`src/rtl/lsu_pkg.sv`:
```
// Shared constants, FSM encoding and decode helpers for the load/store memory controller.
package lsu_pkg;

  localparam int unsigned DEFAULT_TIMEOUT = 255;

  localparam logic [3:0] CODE_SB0 = 4'b0001;
  localparam logic [3:0] CODE_SB1 = 4'b0010;
  localparam logic [3:0] CODE_SB2 = 4'b0011;
  localparam logic [3:0] CODE_SB3 = 4'b0100;
  localparam logic [3:0] CODE_SH0 = 4'b0101;
  localparam logic [3:0] CODE_SH1 = 4'b0110;
  localparam logic [3:0] CODE_SH2 = 4'b0111;
  localparam logic [3:0] CODE_SW  = 4'b1111;

  localparam logic [2:0] F3_LB  = 3'b000;
  localparam logic [2:0] F3_LH  = 3'b001;
  localparam logic [2:0] F3_LW  = 3'b010;
  localparam logic [2:0] F3_LBU = 3'b100;
  localparam logic [2:0] F3_LHU = 3'b101;

  typedef enum logic [1:0] {
    StIdle = 2'd0,
    StWait = 2'd1,
    StDone = 2'd2
  } lsu_state_e;

  typedef struct packed {
    logic       legal;
    logic [3:0] be;
    logic [1:0] shift;
  } we_dec_t;

  function automatic we_dec_t decode_we_code(input logic [3:0] code);
    we_dec_t d;
    d = '{legal: 1'b1, be: 4'b0000, shift: 2'd0};
    case (code)
      CODE_SB0: begin d.be = 4'b0001; d.shift = 2'd0; end
      CODE_SB1: begin d.be = 4'b0010; d.shift = 2'd1; end
      CODE_SB2: begin d.be = 4'b0100; d.shift = 2'd2; end
      CODE_SB3: begin d.be = 4'b1000; d.shift = 2'd3; end
      CODE_SH0: begin d.be = 4'b0011; d.shift = 2'd0; end
      CODE_SH1: begin d.be = 4'b0110; d.shift = 2'd1; end
      CODE_SH2: begin d.be = 4'b1100; d.shift = 2'd2; end
      CODE_SW:  begin d.be = 4'b1111; d.shift = 2'd0; end
      default:  d.legal = 1'b0;
    endcase
    return d;
  endfunction

  function automatic logic load_legal(input logic [2:0] f3, input logic [1:0] off);
    case (f3)
      F3_LB, F3_LBU: return 1'b1;
      F3_LH, F3_LHU: return off != 2'b11;
      F3_LW:         return off == 2'b00;
      default:       return 1'b0;
    endcase
  endfunction

  function automatic logic [3:0] load_be(input logic [2:0] f3, input logic [1:0] off);
    case (f3)
      F3_LB, F3_LBU: return 4'b0001 << off;
      F3_LH, F3_LHU: return 4'b0011 << off;
      default:       return 4'b1111;
    endcase
  endfunction

endpackage

```
`src/rtl/load_align.sv`:
```
// Selects the addressed byte/half of a read word and sign- or zero-extends it.
module load_align
  import lsu_pkg::*;
(
  input  logic [2:0]  funct3_i,
  input  logic [1:0]  offset_i,
  input  logic [31:0] word_i,
  output logic [31:0] data_o
);

  logic [31:0] w_sh;

  assign w_sh = word_i >> {offset_i, 3'b000};

  always_comb begin
    data_o = '0;
    case (funct3_i)
      F3_LB:   data_o = {{24{w_sh[7]}}, w_sh[7:0]};
      F3_LBU:  data_o = {24'd0, w_sh[7:0]};
      F3_LH:   data_o = {{16{w_sh[15]}}, w_sh[15:0]};
      F3_LHU:  data_o = {16'd0, w_sh[15:0]};
      default: data_o = w_sh;
    endcase
  end

endmodule

```
`src/rtl/lsu_mem_ctrl.sv`:
```
// Single-outstanding load/store controller: decodes the request, runs a req/ack memory
// transaction with timeout, and returns extended load data with a one-cycle response pulse.
module lsu_mem_ctrl
  import lsu_pkg::*;
#(
  parameter int unsigned ADDR_W         = 32,
  parameter int unsigned TIMEOUT_CYCLES = DEFAULT_TIMEOUT
) (
  input  logic              clk_i,
  input  logic              rst_i,
  input  logic              req_valid_i,
  output logic              req_ready_o,
  input  logic [3:0]        we_code_i,
  input  logic              mem_read_i,
  input  logic [2:0]        funct3_i,
  input  logic [ADDR_W-1:0] addr_i,
  input  logic [31:0]       wdata_i,
  output logic              resp_valid_o,
  output logic [31:0]       rdata_o,
  output logic              err_o,
  output logic              mem_req_o,
  output logic              mem_we_o,
  output logic [3:0]        mem_be_o,
  output logic [ADDR_W-1:0] mem_addr_o,
  output logic [31:0]       mem_wdata_o,
  input  logic              mem_ack_i,
  input  logic [31:0]       mem_rdata_i
);

  localparam int unsigned CNT_W = $clog2(TIMEOUT_CYCLES + 1);
  localparam logic [CNT_W-1:0] CNT_LAST = CNT_W'(TIMEOUT_CYCLES - 1);

  lsu_state_e        r_state, w_state_d;
  logic              r_mem_req, w_mem_req_d;
  logic              r_mem_we, w_mem_we_d;
  logic [3:0]        r_mem_be, w_mem_be_d;
  logic [ADDR_W-1:0] r_mem_addr, w_mem_addr_d;
  logic [31:0]       r_mem_wdata, w_mem_wdata_d;
  logic [2:0]        r_funct3, w_funct3_d;
  logic [1:0]        r_off, w_off_d;
  logic              r_is_load, w_is_load_d;
  logic [CNT_W-1:0]  r_cnt, w_cnt_d;
  logic [31:0]       r_rdata, w_rdata_d;
  logic              r_err, w_err_d;

  we_dec_t           w_dec;
  logic [31:0]       w_aligned;

  assign w_dec = decode_we_code(we_code_i);

  load_align u_load_align (
    .funct3_i (r_funct3),
    .offset_i (r_off),
    .word_i   (mem_rdata_i),
    .data_o   (w_aligned)
  );

  always_comb begin
    w_state_d     = r_state;
    w_mem_req_d   = r_mem_req;
    w_mem_we_d    = r_mem_we;
    w_mem_be_d    = r_mem_be;
    w_mem_addr_d  = r_mem_addr;
    w_mem_wdata_d = r_mem_wdata;
    w_funct3_d    = r_funct3;
    w_off_d       = r_off;
    w_is_load_d   = r_is_load;
    w_cnt_d       = r_cnt;
    w_rdata_d     = r_rdata;
    w_err_d       = r_err;

    unique case (r_state)
      StIdle: begin
        if (req_valid_i) begin
          w_funct3_d = funct3_i;
          w_off_d    = addr_i[1:0];
          if (we_code_i != 4'b0000) begin
            w_is_load_d = 1'b0;
            if (w_dec.legal) begin
              w_state_d     = StWait;
              w_mem_req_d   = 1'b1;
              w_mem_we_d    = 1'b1;
              w_mem_be_d    = w_dec.be;
              w_mem_addr_d  = {addr_i[ADDR_W-1:2], 2'b00};
              w_mem_wdata_d = wdata_i << {w_dec.shift, 3'b000};
              w_cnt_d       = '0;
            end else begin
              w_state_d = StDone;
              w_rdata_d = '0;
              w_err_d   = 1'b1;
            end
          end else if (mem_read_i) begin
            w_is_load_d = 1'b1;
            if (load_legal(funct3_i, addr_i[1:0])) begin
              w_state_d     = StWait;
              w_mem_req_d   = 1'b1;
              w_mem_we_d    = 1'b0;
              w_mem_be_d    = load_be(funct3_i, addr_i[1:0]);
              w_mem_addr_d  = {addr_i[ADDR_W-1:2], 2'b00};
              w_mem_wdata_d = '0;
              w_cnt_d       = '0;
            end else begin
              w_state_d = StDone;
              w_rdata_d = '0;
              w_err_d   = 1'b1;
            end
          end else begin
            w_state_d = StDone;
            w_rdata_d = '0;
            w_err_d   = 1'b0;
          end
        end
      end
      StWait: begin
        // Ack takes priority over the timeout limit in the same cycle.
        if (mem_ack_i) begin
          w_state_d   = StDone;
          w_mem_req_d = 1'b0;
          w_rdata_d   = r_is_load ? w_aligned : 32'd0;
          w_err_d     = 1'b0;
        end else if (r_cnt == CNT_LAST) begin
          w_state_d   = StDone;
          w_mem_req_d = 1'b0;
          w_rdata_d   = '0;
          w_err_d     = 1'b1;
        end else begin
          w_cnt_d = r_cnt + CNT_W'(1);
        end
      end
      StDone:  w_state_d = StIdle;
      default: w_state_d = StIdle;
    endcase
  end

  always_ff @(posedge clk_i) begin
    if (rst_i) begin
      r_state     <= StIdle;
      r_mem_req   <= 1'b0;
      r_mem_we    <= 1'b0;
      r_mem_be    <= '0;
      r_mem_addr  <= '0;
      r_mem_wdata <= '0;
      r_funct3    <= '0;
      r_off       <= '0;
      r_is_load   <= 1'b0;
      r_cnt       <= '0;
      r_rdata     <= '0;
      r_err       <= 1'b0;
    end else begin
      r_state     <= w_state_d;
      r_mem_req   <= w_mem_req_d;
      r_mem_we    <= w_mem_we_d;
      r_mem_be    <= w_mem_be_d;
      r_mem_addr  <= w_mem_addr_d;
      r_mem_wdata <= w_mem_wdata_d;
      r_funct3    <= w_funct3_d;
      r_off       <= w_off_d;
      r_is_load   <= w_is_load_d;
      r_cnt       <= w_cnt_d;
      r_rdata     <= w_rdata_d;
      r_err       <= w_err_d;
    end
  end

  assign req_ready_o  = (r_state == StIdle);
  assign resp_valid_o = (r_state == StDone);
  assign rdata_o      = r_rdata;
  assign err_o        = r_err;
  assign mem_req_o    = r_mem_req;
  assign mem_we_o     = r_mem_we;
  assign mem_be_o     = r_mem_be;
  assign mem_addr_o   = r_mem_addr;
  assign mem_wdata_o  = r_mem_wdata;

endmodule

```
`config.mk`:
```
export PLATFORM = sky130hd
export DESIGN_NAME = lsu_mem_ctrl
export DESIGN_NICKNAME = d
export VERILOG_FILES = /design/src/rtl/lsu_pkg.sv /design/src/rtl/load_align.sv /design/src/rtl/lsu_mem_ctrl.sv
export SDC_FILE = /design/constraint.sdc
export NUM_CORES = 1
export LEC_CHECK = 0
export BUFFER_PORTS_ARGS = -buffer_cell sky130_fd_sc_hd__buf_2
export CORE_UTILIZATION = 44
export CTS_BUF_LIST = sky130_fd_sc_hd__clkbuf_4 sky130_fd_sc_hd__clkbuf_8
export CTS_CLUSTER_DIAMETER = 80
export DETAILED_ROUTE_END_ITERATION = 10
export MAX_ROUTING_LAYER = met4
export PLACE_DENSITY = 0.84
export SYNTH_ARGS = -nofsm -noshare
export SYNTH_HDL_FRONTEND = slang
export SYNTH_HIERARCHICAL = 1
export SYNTH_SLANG_ARGS = --single-unit
```
`constraint.sdc`:
```
create_clock -name clk_i -period 5.5 [get_ports clk_i]
set_input_delay 0.825 -clock clk_i [delete_from_list [all_inputs] [get_ports clk_i]]
set_output_delay 0.825 -clock clk_i [all_outputs]
set_load 0.05 [all_outputs]
```
-- Yosys cells after proc, flatten, opt, wreduce, memory -nomap -nowiden
Cells that the tools add are included.
- word-level logic and storage cells: 131
- bits in registers: 119
- input port bits: 108
- multiplexer cells: 67
- reductions and logical operators: 18
- shift operators: 4
- add/subtract/negate cells: 1
- eq/ne operators: 29
- operator list (kind ; count):
    $mux W32 ; 16
    $pmux W32 S4 ; 1
    $pmux W32 S2 ; 1
    $mux W8 ; 7
    $pmux W6 S8 ; 1
    $shl A32 B5 Y32 ; 1
    $shr A32 B5 Y32 ; 1
    $mux W1 ; 24
    $eq A4 B3 Y1 const B ; 4
    $mux W4 ; 4
    $pmux W8 S2 ; 1
    $mux W2 ; 7
    $eq A3 B3 Y1 const B ; 4
    $ne A2 B2 Y1 const B ; 5
    $reduce_and A5 Y1 ; 2
    $ne A3 B3 Y1 const B ; 3
    $add A8 B1 Y8 const B ; 1
    $eq A4 B2 Y1 const B ; 2
    $eq A8 B8 Y1 const B ; 1
    $pmux W4 S2 ; 1
    $reduce_or A8 Y1 ; 1
    $reduce_and A7 Y1 ; 1
    $eq A3 B1 Y1 const B ; 2
    $logic_not A3 Y1 ; 2
    other kinds (19) ; 26

-- Depth between registers and ports, before layout
Gate-level depths: netlist of the first run.
- word-level depth: 12
- mapped depth: 8
- gate-level depth less buffers: 6

-- By module
Netlist of the first run, hierarchy kept.
- modules (own cells, without submodules) (module ; area an instance (um2) ; cells an instance ; instances):
    lsu_mem_ctrl ; 5217.5 ; 599 ; 1
    load_align ; 694.4 ; 107 ; 1

-- Least setup slack after synthesis of the first run
No wires, ideal clock.
- path kind: input to register
- start point: input port we_code_i[1]
- end point: register r_err, in the netlist err_o
- library setup time: 72 ps
- arrival time: 2480 ps
- cell stages on the path: 6
- buffers on the path: 2
- slack: 2948 ps
- cells stage by stage: clkbuf_1 -> nor4_1 -> or4b_2 -> o211ai_2 -> buf_2 -> mux2i_1
- cells in the longest elaborated chain, start to end: 5
- elaborated cells between the ends (all ways): 17
- those cells by class: eq/ne (10); mux (4); reduce/logical (3)
- RTL lines (element ; RTL line ; text):
    from (decl) ; lsu_mem_ctrl.sv:13 ; input logic [3:0] we_code_i,
    $eq A4 B4 Y1, or another cell as far along ; lsu_pkg.sv:36 ; case (code)
    $reduce_or A8 Y1 (no source line) ; -- ;
    $mux W1 ; lsu_pkg.sv:36 ;
    $ne A3 B3 Y1 (no source line) ; -- ;
    $reduce_and A5 Y1 (no source line) ; -- ;
    to (signal assigned) ; lsu_mem_ctrl.sv:161 ; r_err <= w_err_d;
    to (decl) ; lsu_mem_ctrl.sv:44 ; logic r_err, w_err_d;
Parallel ways exist; a longest one is shown, timed or not. The select of a mux whose other input is x is not followed.
A chain may end at the register's enable or synchronous reset.

-- Worst setup path after layout of the first run
- start point: input port we_code_i[3]
- end point: register r_cnt[6]
- cells in the longest elaborated chain, start to end: 5
- elaborated cells between the ends (all ways): 18
- those cells by class: eq/ne (11); mux (4); reduce/logical (3)
- RTL lines (element ; RTL line ; text):
    $eq A4 B4 Y1, or another cell as far along ; lsu_pkg.sv:36 ;
    $reduce_or A8 Y1 (no source line) ; -- ;
    $mux W1 ; lsu_pkg.sv:36 ;
    $ne A3 B3 Y1 (no source line) ; -- ;
    $reduce_and A7 Y1 (no source line) ; -- ;
    to (signal assigned) ; lsu_mem_ctrl.sv:159 ; r_cnt <= w_cnt_d;
    to (decl) ; lsu_mem_ctrl.sv:42 ; logic [CNT_W-1:0] r_cnt, w_cnt_d;
Parallel ways exist; a longest one is shown, timed or not. The select of a mux whose other input is x is not followed.

==> run summary, run 1 <==
Status = completed
Synth Area in Compound Gates = 32.51%
Initial antenna violation count = 1
Placed insts = 1,028
Largest net degree at the start of global routing = 73
Layout Cells excl Fill = 1,062
CTS max path bufs = 2
Pint = 1.464 mW
Sequential area share after synthesis = 39.62%
Setup_tns = 0 ns
Fraction of registers with async set or reset after synthesis = 0%
Seq. cell area = 2342 um^2
Peak Freq = 322.8 MHz
Sink Count = 117
Final wirelength = 18,320 um
Global-route wire length before repair = 28,910 um
Crit path capture type = flip-flop
Grt total ovfl = 0
Fillcell total = 1,154
Post-synthesis xor/xnor area fraction = 0%
R2r worst-path depth = 4
I/O pin total = 213
Worst Path Max Fanout = 37
Post-CTS Hold Buffers = 0
Die Area = 13,900 um^2
Cell chain of the critical path = buf_2 -> a21boi_0 -> or4_1 -> o21ai_0 -> o311ai_0
Layout cells sized above 1 = 30.41%
Worst Hold End = err_o$_SDFFE_PP0P_
Final Power = 2.159 mW
Proportion of synthesized area in mux cells = 3.725%
Via count = 6,418
RSZ-0062 raised after global routing = no
Yosys top cell area share = 39.62%
Cell Area, Synth = 5912 um^2
Rel. slew slack = 18.99%
Adder-cell area share of the yosys netlist = 0.5926%
Vias in the first global route = 5,780
Crit Path Category = primary input to flip-flop
Startpoint types = primary input
Synthesis Warnings = 6
Critical Path AT = 3.42 ns
CP max stage cell = or4_1
Wire length per cell = 17.25 um
Synthesized area per cell = 8.374 um^2
Main synth FF type = dfxtp_1
Reg clk slew, reported paths = 0.07 ns
Area of the multi-input gates = 3218 um^2
Seq cells post-synth = 117
DR vias/cell = 6.043
Final net count = 985
Switching part of the total = 32.21%
Final setup viols = 0
Worst Clk Skew = 0.01112 ns
Post-synth EDFFs = 0
Gpl congestion = 0.8981
Switching pwr = 0.6956 mW
Main area contributors after synthesis = dfxtp_1 40%, a21oi_1 5.9%, o21ai_0 5.8%, a32o_1 5.4%, nand3_1 4.8%
Leak = 3.137 nW
CTS tree = done
First DRT Iteration DRCs = 726
Number of port buffers = 210
Post-cts gate resize count = 0
RR Endpoint = r_cnt[6]$_SDFFE_PP0P_
Top-count cell post-synth = dfxtp_1
GRT Util Overall = 26.63%
Clock power share = 37.7%
Die height = 117.9 um
Worst r2r src = r_state[0]$_SDFFE_PP0P_
Largest family of logic cells by synthesized area = compound AO/OA/AOI/OAI gates
Worst min-delay path class = flip-flop to flip-flop
Routed Antenna Nets = 0
Residual DRC = 0
Least-Margin Pin Slew = 1.215 ns
Total CTS buffers = 17
Die width = 117.9 um
Seq pwr share = 41.8%
Max Cap Violations = 0
Starting Density = 45.91%
R2r setup slk = 2.69 ns
Skew-Pair Late Insertion Delay = 0.43 ns
Core area = 12,880 um^2
Slowest stage delay, CP = 0.88 ns
Synth area leader = dfxtp_1
Synth Area in Simple Gates = 17.38%
Final Instance Area = 7370 um^2
Mapped Cells = 706
Final worst-path cycle share = 56.33%
Slew Viols, Final = 0
Root Buffer = clkbuf_8
Gate power share = 20.5%
WP data required = 5.83 ns
Synthesis-to-layout area growth = 24.66%
Pre-antenna DRT Iters = 5
Hold Startpoint = err_o$_SDFFE_PP0P_
Peak VDD IR = 0.0002533 V
Cell variety after synth = 65
HPWL Detailed = 12,510 um
Row count = 41
Hold depth = 2
Hold Violations, Final = 0
Post-CTS Setup Repair Bufs = 0
H-tree depth = 4
Commonest cells in the netlist = 117 x dfxtp_1, 70 x a21oi_1, 68 x o21ai_0
Area after DPL = 6950 um^2
Power per cell area = 293.0 nW/um^2
Setup crit start = we_code_i[3]
Tmin final = 3.098 ns
-- cells in the final DEF, fill, tap and decap left out, types with 3 or more instances in the layout --
master,Yosys,routed
nor2_1,30,30
clkbuf_8,0,21
a221o_1,16,16
a2bb2oi_1,9,9
a211oi_1,20,20
a32o_1,32,32
nand3_1,57,57
mux2i_1,22,22
clkinvlp_4,0,5
a221oi_1,8,8
o22ai_1,17,17
dfxtp_1,117,117
nor3_1,5,5
a21oi_1,70,70
and2_1,8,8
a31oi_1,5,5
inv_1,13,13
buf_2,13,210
o211ai_1,6,6
nor2b_1,11,11
buf_4,3,9
and3_1,13,13
nand4_1,4,4
or3b_2,3,3
nand2_1,44,44
a21boi_0,9,9
o21ai_0,68,68
-- power groups by stage --
stage / Sequential (mW) / Combinational (mW) / Clock [mW]
after floorplan: 1.01 / 0.221 / 0
after global placement: 0.921 / 0.431 / 0
after detailed placement: 0.921 / 0.436 / 0
after CTS: 0.903 / 0.438 / 0.825
after global routing: 0.907 / 0.475 / 0.863
final: 0.903 / 0.443 / 0.814
-- flip-flops by register name, summed over array words and instances (netlist names) --
name / count
mem_wdata_o: 32
rdata_o: 32
mem_addr_o: 30
r_cnt: 8
mem_be_o: 4
r_funct3: 3
r_off: 2
r_state: 2
err_o: 1
mem_req_o: 1
mem_we_o: 1
r_is_load: 1
-- stage by stage --
step / hold slack [ns] / util (%) / setup WS, ns
after floorplan: 0.4330 / - / 2.948
after global routing: 0.5039 / 57.22 / 2.170
final: 0.4700 / 57.23 / 2.402
after global placement: 0.4456 / 53.98 / 2.094
after CTS: 0.4698 / 57.20 / 2.492
after detailed placement: 0.4547 / 53.98 / 2.010
-- worst max path at each step --
stage                       endpoint  slack, ns
2_1_floorplan     err_o$_SDFFE_PP0P_       2.95
3_3_place_gp   r_cnt[6]$_SDFFE_PP0P_       2.09
3_5_place_dp   r_cnt[6]$_SDFFE_PP0P_       2.01
4_1_cts        r_cnt[6]$_SDFFE_PP0P_       2.49
5_1_grt        r_cnt[6]$_SDFFE_PP0P_       2.17
6_report       r_cnt[6]$_SDFFE_PP0P_       2.40
-- logic make-up after synthesis --
| kind of cell | after synthesis |
|---|---|
| buffers and inverters | 85 |
| DFF | 117 |
| and+or+nand+nor | 197 |
| adders and majority gates | 3 |
| muxes | 22 |
| AOI/OAI and AO/OA | 281 |
| other | 1 |
-- cell type report --
class,instances,share of cell area [%]
clock buffers,21,3.922
diodes,2,0.06791
repair buffers,219,15.18
clock inverters,11,1.698
multi-input cells,505,43.67
inverters,15,0.7640
well taps,172,2.920
flip-flops and latches,117,31.78
-- critical path, delay by kind of cell --
family	cells	cell delay [ns]
simple gates	1	0.88
buf+inv	1	0.48
compound gates	3	1.22
-- layer usage --
metal	vias up	GRT usage (%)	share of wire, %
met5	-	-	0
met4	0	9.215	2.0
met3	28	7.558	10
met2	361	40.70	46
met1	3007	33.50	41
li1	3022	-	-
(Power assumes the default switching activity.)
==> run 2, diff against run 1 <==
--- a/config.mk
+++ b/config.mk
@@ -5,13 +5,14 @@
 export SDC_FILE = /design/constraint.sdc
 export NUM_CORES = 1
 export LEC_CHECK = 0
+export ABC_AREA = 1
 export BUFFER_PORTS_ARGS = -buffer_cell sky130_fd_sc_hd__buf_2
 export CORE_UTILIZATION = 44
 export CTS_BUF_LIST = sky130_fd_sc_hd__clkbuf_4 sky130_fd_sc_hd__clkbuf_8
 export CTS_CLUSTER_DIAMETER = 80
 export DETAILED_ROUTE_END_ITERATION = 10
 export MAX_ROUTING_LAYER = met4
-export PLACE_DENSITY = 0.84
+export PLACE_DENSITY = 0.83
 export SYNTH_ARGS = -nofsm -noshare
 export SYNTH_HDL_FRONTEND = slang
 export SYNTH_HIERARCHICAL = 1
==> constraint.sdc (replaced) <==
create_clock -name clk_i -period 2.9 [get_ports clk_i]
set_input_delay 0.435 -clock clk_i [delete_from_list [all_inputs] [get_ports clk_i]]
set_output_delay 0.435 -clock clk_i [all_outputs]
set_load 0.05 [all_outputs]
==> run 2 against run 1 <==
  * Via count increased by 9.9%
  * Count of clock-buffer cells in the layout decreased by 1
  * Clock power grew 97%
  * Non-clock buffer count rose by 8
  * Register-to-register slack got worse by 1.9 ns
  * Largest cell class unchanged
  * Highest routed layer unchanged
==> run summary, run 2 <==
Status = completed
Worst min-delay path class = primary input to flip-flop
Routed Antenna Nets = 0
Reg clk slew, reported paths = 0.07 ns
WP data required = 3.27 ns
Adder-cell area share of the yosys netlist = 0.3949%
Commonest cells in the netlist = 265 x nand2_1, 150 x nor2_1, 117 x dfxtp_1
Most frequent cells in the layout = 265 x nand2_1, 210 x buf_2, 149 x nor2_1
Tmin final = 2.088 ns
Synthesis Warnings = 6
Area after DPL = 7372 um^2
I/O pin total = 213
Final net count = 1,274
CP max stage cell = dfxtp_1
Worst Clk Skew = 0.007274 ns
Least-Margin Pin Slew = 0.4974 ns
Final setup margin = 0.8118 ns
Total CTS buffers = 17
Synthesis-to-layout area growth = 23.08%
Root Buffer = clkbuf_8
Final Instance Area = 7799 um^2
Setup_tns = 0 ns
Final setup viols = 0
Largest net degree at the start of global routing = 68
Main area contributors after synthesis = dfxtp_1 37%, nand2_1 16%, nor2_1 8.9%, a21oi_1 8.1%, nand3_1 8.1%
Main synth FF type = dfxtp_1
R2r setup slk = 0.81 ns
Via count = 7,051
Most common cell after layout, fill and taps aside = nand2_1
Synth area leader = dfxtp_1
Min Hold Slack = 0.2365 ns
Crit Path Category = flip-flop to flip-flop
Residual DRC = 0
Starting Density = 45.30%
Fillcell total = 1,371
First DRT Iteration DRCs = 481
Core area = 13,990 um^2
Peak Freq = 478.9 MHz
Sequential area share after synthesis = 36.97%
Diodes inserted = 0
Final wirelength = 17,970 um
Cell chain of the critical path = nor2_1 -> nand3_1 -> inv_2 -> nand2_2 -> clkinv_1 -> buf_4 -> nor2_1 -> nor2_1
Top-count cell post-synth = nand2_1
Pre-CTS setup slack = 0.5923 ns
Max Cap Violations = 0
Leak = 3.819 nW
Mapped Cells = 989
RR Endpoint = mem_addr_o[24]$_SDFFE_PP0P_
Layout cells sized above 1 = 24.55%
Cell Area, Synth = 6336 um^2
Pre-antenna DRT Iters = 7
GRT Util Overall = 24.68%
Vias in the first global route = 6,054
Proportion of synthesized area in mux cells = 0%
Worst Path Max Fanout = 30
Slowest stage delay, CP = 0.35 ns
Rel. slew slack = 66.72%
Post-synth EDFFs = 0
Crit path capture type = flip-flop
Grt total ovfl = 0
Post-synthesis xor/xnor area fraction = 0.2765%
Largest family of logic cells by synthesized area = simple AND/OR/NAND/NOR gates
Hold Violations, Final = 0
Wire length per cell = 13.24 um
R2r worst-path depth = 8
Synth Area in Simple Gates = 36.26%
Initial antenna violation count = 0
Global-route wire length before repair = 28,280 um
Gpl congestion = 0.9231
Slew Viols, Final = 0
Startpoint types = flip-flop
Synth Area in Compound Gates = 16.11%
Sink Count = 117
DR vias/cell = 5.196
Worst r2r src = r_state[1]$_SDFFE_PP0P_
Cell variety after synth = 32
Most used cell, CP = nor2_1
Seq cells post-synth = 117
Critical Path AT = 2.46 ns
Post-cts gate resize count = 0
Yosys top cell area share = 36.97%
RSZ-0062 raised after global routing = no
Fraction of registers with async set or reset after synthesis = 0%
Die height = 122 um
Hold depth = 3
Row count = 43
CTS max path bufs = 2
Synthesized area per cell = 6.407 um^2
H-tree depth = 4
Skew-Pair Late Insertion Delay = 0.43 ns
Final core occ = 55.75%
Die width = 122 um
CTS tree = done
Worst Hold End = mem_addr_o[6]$_SDFFE_PP0P_
Peak VDD IR = 0.0003846 V
Final worst-path cycle share = 72.01%
Die Area = 14,880 um^2
HPWL Detailed = 12,640 um
Number of port buffers = 210
Power per cell area = 657.3 nW/um^2
Post-CTS Setup Repair Bufs = 0
Post-CTS Hold Buffers = 0
Hold Startpoint = addr_i[6]
run 2: cell types whose count changed after synthesis, sizes merged, moves of 24 or more:
cell / delta
nand2: +225
nor2: +123
buf: +24
nand3: +53
inv: +39
a21oi: +40
a32o: -32
run 2: where the power goes:
part / switching, mW / leakage (nW) / total [mW] / internal [mW]
sequential: 0.0895 / 0.959 / 1.86 / 1.77
clock: 0.683 / 0.203 / 1.60 / 0.915
combinational: 1.22 / 2.66 / 1.67 / 0.454
run 2: worst max-delay path, delay by kind of cell (launching register included):
family                 cells  cell delay [ns]
buffers and inverters      3             0.66
AND/OR/NAND/NOR            5             1.00
flip-flops                 1             0.35
run 2: worst max-delay path by stage:
stage                            start                           to  slack [ns]
5_1_grt        r_state[1]$_SDFFE_PP0P_  mem_addr_o[17]$_SDFFE_PP0P_        0.62
3_5_place_dp              we_code_i[1]  mem_addr_o[27]$_SDFFE_PP0P_        0.59
6_report       r_state[1]$_SDFFE_PP0P_  mem_addr_o[24]$_SDFFE_PP0P_        0.81
3_3_place_gp              we_code_i[1]  mem_addr_o[27]$_SDFFE_PP0P_        0.73
2_1_floorplan  r_state[1]$_SDFFE_PP0P_        mem_we_o$_SDFFE_PP0P_        0.75
4_1_cts        r_state[1]$_SDFFE_PP0P_  mem_addr_o[24]$_SDFFE_PP0P_        0.86
run 2: kinds of logic (layout without fill, tap and decap cells):
| logic type | Yosys count | in the layout |
|---|---|---|
| simple gates | 547 | 547 |
| compound gates | 194 | 194 |
| buf+inv | 126 | 313 |
| flops | 117 | 117 |
| fa+ha+maj | 2 | 2 |
| xor+xnor | 2 | 2 |
| other cells | 1 | 2 |
run 2: layout make-up:
class	instances	area, um^2	share of cell area (%)
Multi-Input combinational cell	747	3371	43.22
Tap cell	180	225.2	2.888
Sequential cell	117	2342	30.03
Inverter	54	205.2	2.631
Clock inverter	12	151.4	1.941
Timing Repair Buffer	227	1229	15.75
Clock buffer	20	275.3	3.530
run 2: through the flow:
stage               total power, mW  std cells
floorplan                     3.182        990
global route                  5.398       1357
finish                        5.126       1357
detailed placement            3.548       1325
CTS                           5.151       1357
global placement              3.527       1325
run 2: layer usage:
layer  part of all wire (%)  global-route usage [%]  up-vias  routed length [um]
li1                       -                       -     3555                   -
met1                     44                   30.42     3169                7871
met2                     46                   39.34      295                8215
met3                    8.6                   4.963       32                1540
met4                    1.9                   9.799        0                 337
met5                      0                       -        -                   0
==> run 3, diff against run 2 <==
--- a/config.mk
+++ b/config.mk
@@ -5,14 +5,14 @@
 export SDC_FILE = /design/constraint.sdc
 export NUM_CORES = 1
 export LEC_CHECK = 0
-export ABC_AREA = 1
+export ABC_AREA = 0
 export BUFFER_PORTS_ARGS = -buffer_cell sky130_fd_sc_hd__buf_2
 export CORE_UTILIZATION = 44
 export CTS_BUF_LIST = sky130_fd_sc_hd__clkbuf_4 sky130_fd_sc_hd__clkbuf_8
 export CTS_CLUSTER_DIAMETER = 80
 export DETAILED_ROUTE_END_ITERATION = 10
 export MAX_ROUTING_LAYER = met4
-export PLACE_DENSITY = 0.83
+export PLACE_DENSITY = 0.84
 export SYNTH_ARGS = -nofsm -noshare
 export SYNTH_HDL_FRONTEND = slang
 export SYNTH_HIERARCHICAL = 1
==> constraint.sdc (replaced) <==
create_clock -name clk_i -period 2.15 [get_ports clk_i]
set_input_delay 0.3225 -clock clk_i [delete_from_list [all_inputs] [get_ports clk_i]]
set_output_delay 0.3225 -clock clk_i [all_outputs]
set_load 0.05 [all_outputs]
==> run 3 against run 2 <==
  * Sequential cell count stayed put
  * Critical endpoint is now mem_be_o[0]$_SDFFE_PP0P_
  * Fmax is 2.5% higher
  * Utilization is 3.6 points higher
==> run summary, run 3 (synthesis gave the netlist of run 1 again) <==
Pre-antenna DRT Iters = 6
Worst min-delay path class = primary input to flip-flop
CTS tree = done
Wire length per cell = 17.19 um
Crit path capture type = flip-flop
Most frequent cells in the layout = 210 x buf_2, 117 x dfxtp_1, 70 x a21oi_1
Startpoint types = flip-flop
Largest net degree at the start of global routing = 60
Final Instance Area = 7645 um^2
Sink Count = 117
Worst Setup EP = mem_be_o[0]$_SDFFE_PP0P_
Least-Margin Pin Slew = 0.7868 ns
Post-CTS Setup Repair Bufs = 0
Layout cells sized above 1 = 32.57%
Gpl congestion = 0.9102
Die height = 117.9 um
Status = completed
Final worst-path cycle share = 94.78%
Worst r2r src = r_state[1]$_SDFFE_PP0P_
Global-route wire length before repair = 29,460 um
Worst Clk Skew = 0.01087 ns
Worst Path Max Fanout = 37
Area after DPL = 7211 um^2
Peak Freq = 490.7 MHz
Hold Violations, Final = 0
Row count = 41
RR Endpoint = mem_be_o[0]$_SDFFE_PP0P_
Number of port buffers = 210
RSZ-0062 raised after global routing = no
Slew Viols, Final = 0
Starting Density = 45.91%
Synthesis-to-layout area growth = 29.31%
Tmin final = 2.038 ns
Power per cell area = 753.3 nW/um^2
Top Family by Delay on Critical Path = simple AND/OR/NAND/NOR gates
Cell count along the critical path = 5
Reg clk slew, reported paths = 0.07 ns
Setup crit start = r_state[1]$_SDFFE_PP0P_
Max Cap Violations = 0
Total CTS buffers = 17
Residual DRC = 0
Rel. slew slack = 47.51%
Peak VDD IR = 0.0006609 V
Crit Path Category = flip-flop to flip-flop
GRT Util Overall = 27.20%
Cell chain of the critical path = or3b_1 -> or4_1 -> buf_12 -> nor2_1 -> a311oi_1
Core area = 12,880 um^2
WP data required = 2.44 ns
HPWL Detailed = 12,910 um
CP max stage cell = or4_1
First DRT Iteration DRCs = 854
Setup_tns = 0 ns
CP bufs+invs = 1
CTS max path bufs = 2
Final core occ = 59.37%
DR vias/cell = 5.997
Root Buffer = clkbuf_8
Die width = 117.9 um
R2r worst-path depth = 5
Slowest stage delay, CP = 0.60 ns
Skew-Pair Late Insertion Delay = 0.44 ns
Placed insts = 1,055
Final setup margin = 0.1121 ns
I/O pin total = 213
Initial antenna violation count = 1
Final setup viols = 0
Final Power = 5.759 mW
Routed Antenna Nets = 0
Via count = 6,525
Post-cts gate resize count = 0
H-tree depth = 4
Grt total ovfl = 0
R2r setup slk = 0.11 ns
Final wirelength = 18,710 um
Leak = 3.310 nW
Die Area = 13,900 um^2
Pre-CTS setup slack = 0.04894 ns
Critical Path AT = 2.33 ns
Post-CTS Hold Buffers = 0
Most common cell after layout, fill and taps aside = buf_2
Min Hold Slack = 0.1257 ns
Vias in the first global route = 5,869
Layout Cells excl Fill = 1,088
Final net count = 1,012
## run 3: changes by cell type in the layout (fill, tap and decap cells not counted), moves of 32 or more
cell,change
nand2_1,-221
a32o_1,+32
inv_1,-35
nor2_1,-120
a21oi_1,-32
nand3_1,-45
## run 3: where the power goes
group          internal [mW]  total, mW  switching, mW
Sequential              2.25       2.30         0.0519
Clock                   1.34       2.24          0.908
Combinational          0.397       1.21          0.818
## run 3: worst min-delay path: cells and delay by family
kind                   cells  cell delay, ns
and+or+nand+nor            1            0.05
AOI/OAI and AO/OA          1            0.05
buffers and inverters      1            0.10
## run 3: worst min-delay path by stage
| stage | to | from | cells past startpoint |
|---|---|---|---|
| 2_1_floorplan | r_off[1]$_SDFFE_PP0P_ | r_off[1]$_SDFFE_PP0P_ | 2 |
| 3_3_place_gp | err_o$_SDFFE_PP0P_ | err_o$_SDFFE_PP0P_ | 2 |
| 3_5_place_dp | err_o$_SDFFE_PP0P_ | err_o$_SDFFE_PP0P_ | 2 |
| 4_1_cts | mem_addr_o[2]$_SDFFE_PP0P_ | addr_i[2] | 3 |
| 5_1_grt | mem_addr_o[11]$_SDFFE_PP0P_ | addr_i[11] | 3 |
| 6_report | mem_addr_o[31]$_SDFFE_PP0P_ | addr_i[31] | 3 |
## run 3: final cells by class
| type | count | area [um^2] |
|---|---|---|
| Fill cell | 1144 | 5231 |
| Multi-Input combinational cell | 505 | 3226 |
| Sequential cell | 117 | 2342 |
| Timing Repair Buffer | 246 | 1371 |
| Clock buffer | 23 | 279.0 |
| Tap cell | 172 | 215.2 |
| Clock inverter | 9 | 152.6 |
| Inverter | 15 | 56.30 |
| Antenna cell | 1 | 2.502 |
## run 3: routing by layer
layer  routed length [um]  up-vias  part of all wire, %  track usage, %
met5                    0        -                    0               -
met4                  391        0                  2.1           10.58
met3                 1728       32                  9.2           7.267
met2                 8783      395                   47           42.13
met1                 7805     3038                   42           33.60
li1                     -     3060                    -               -
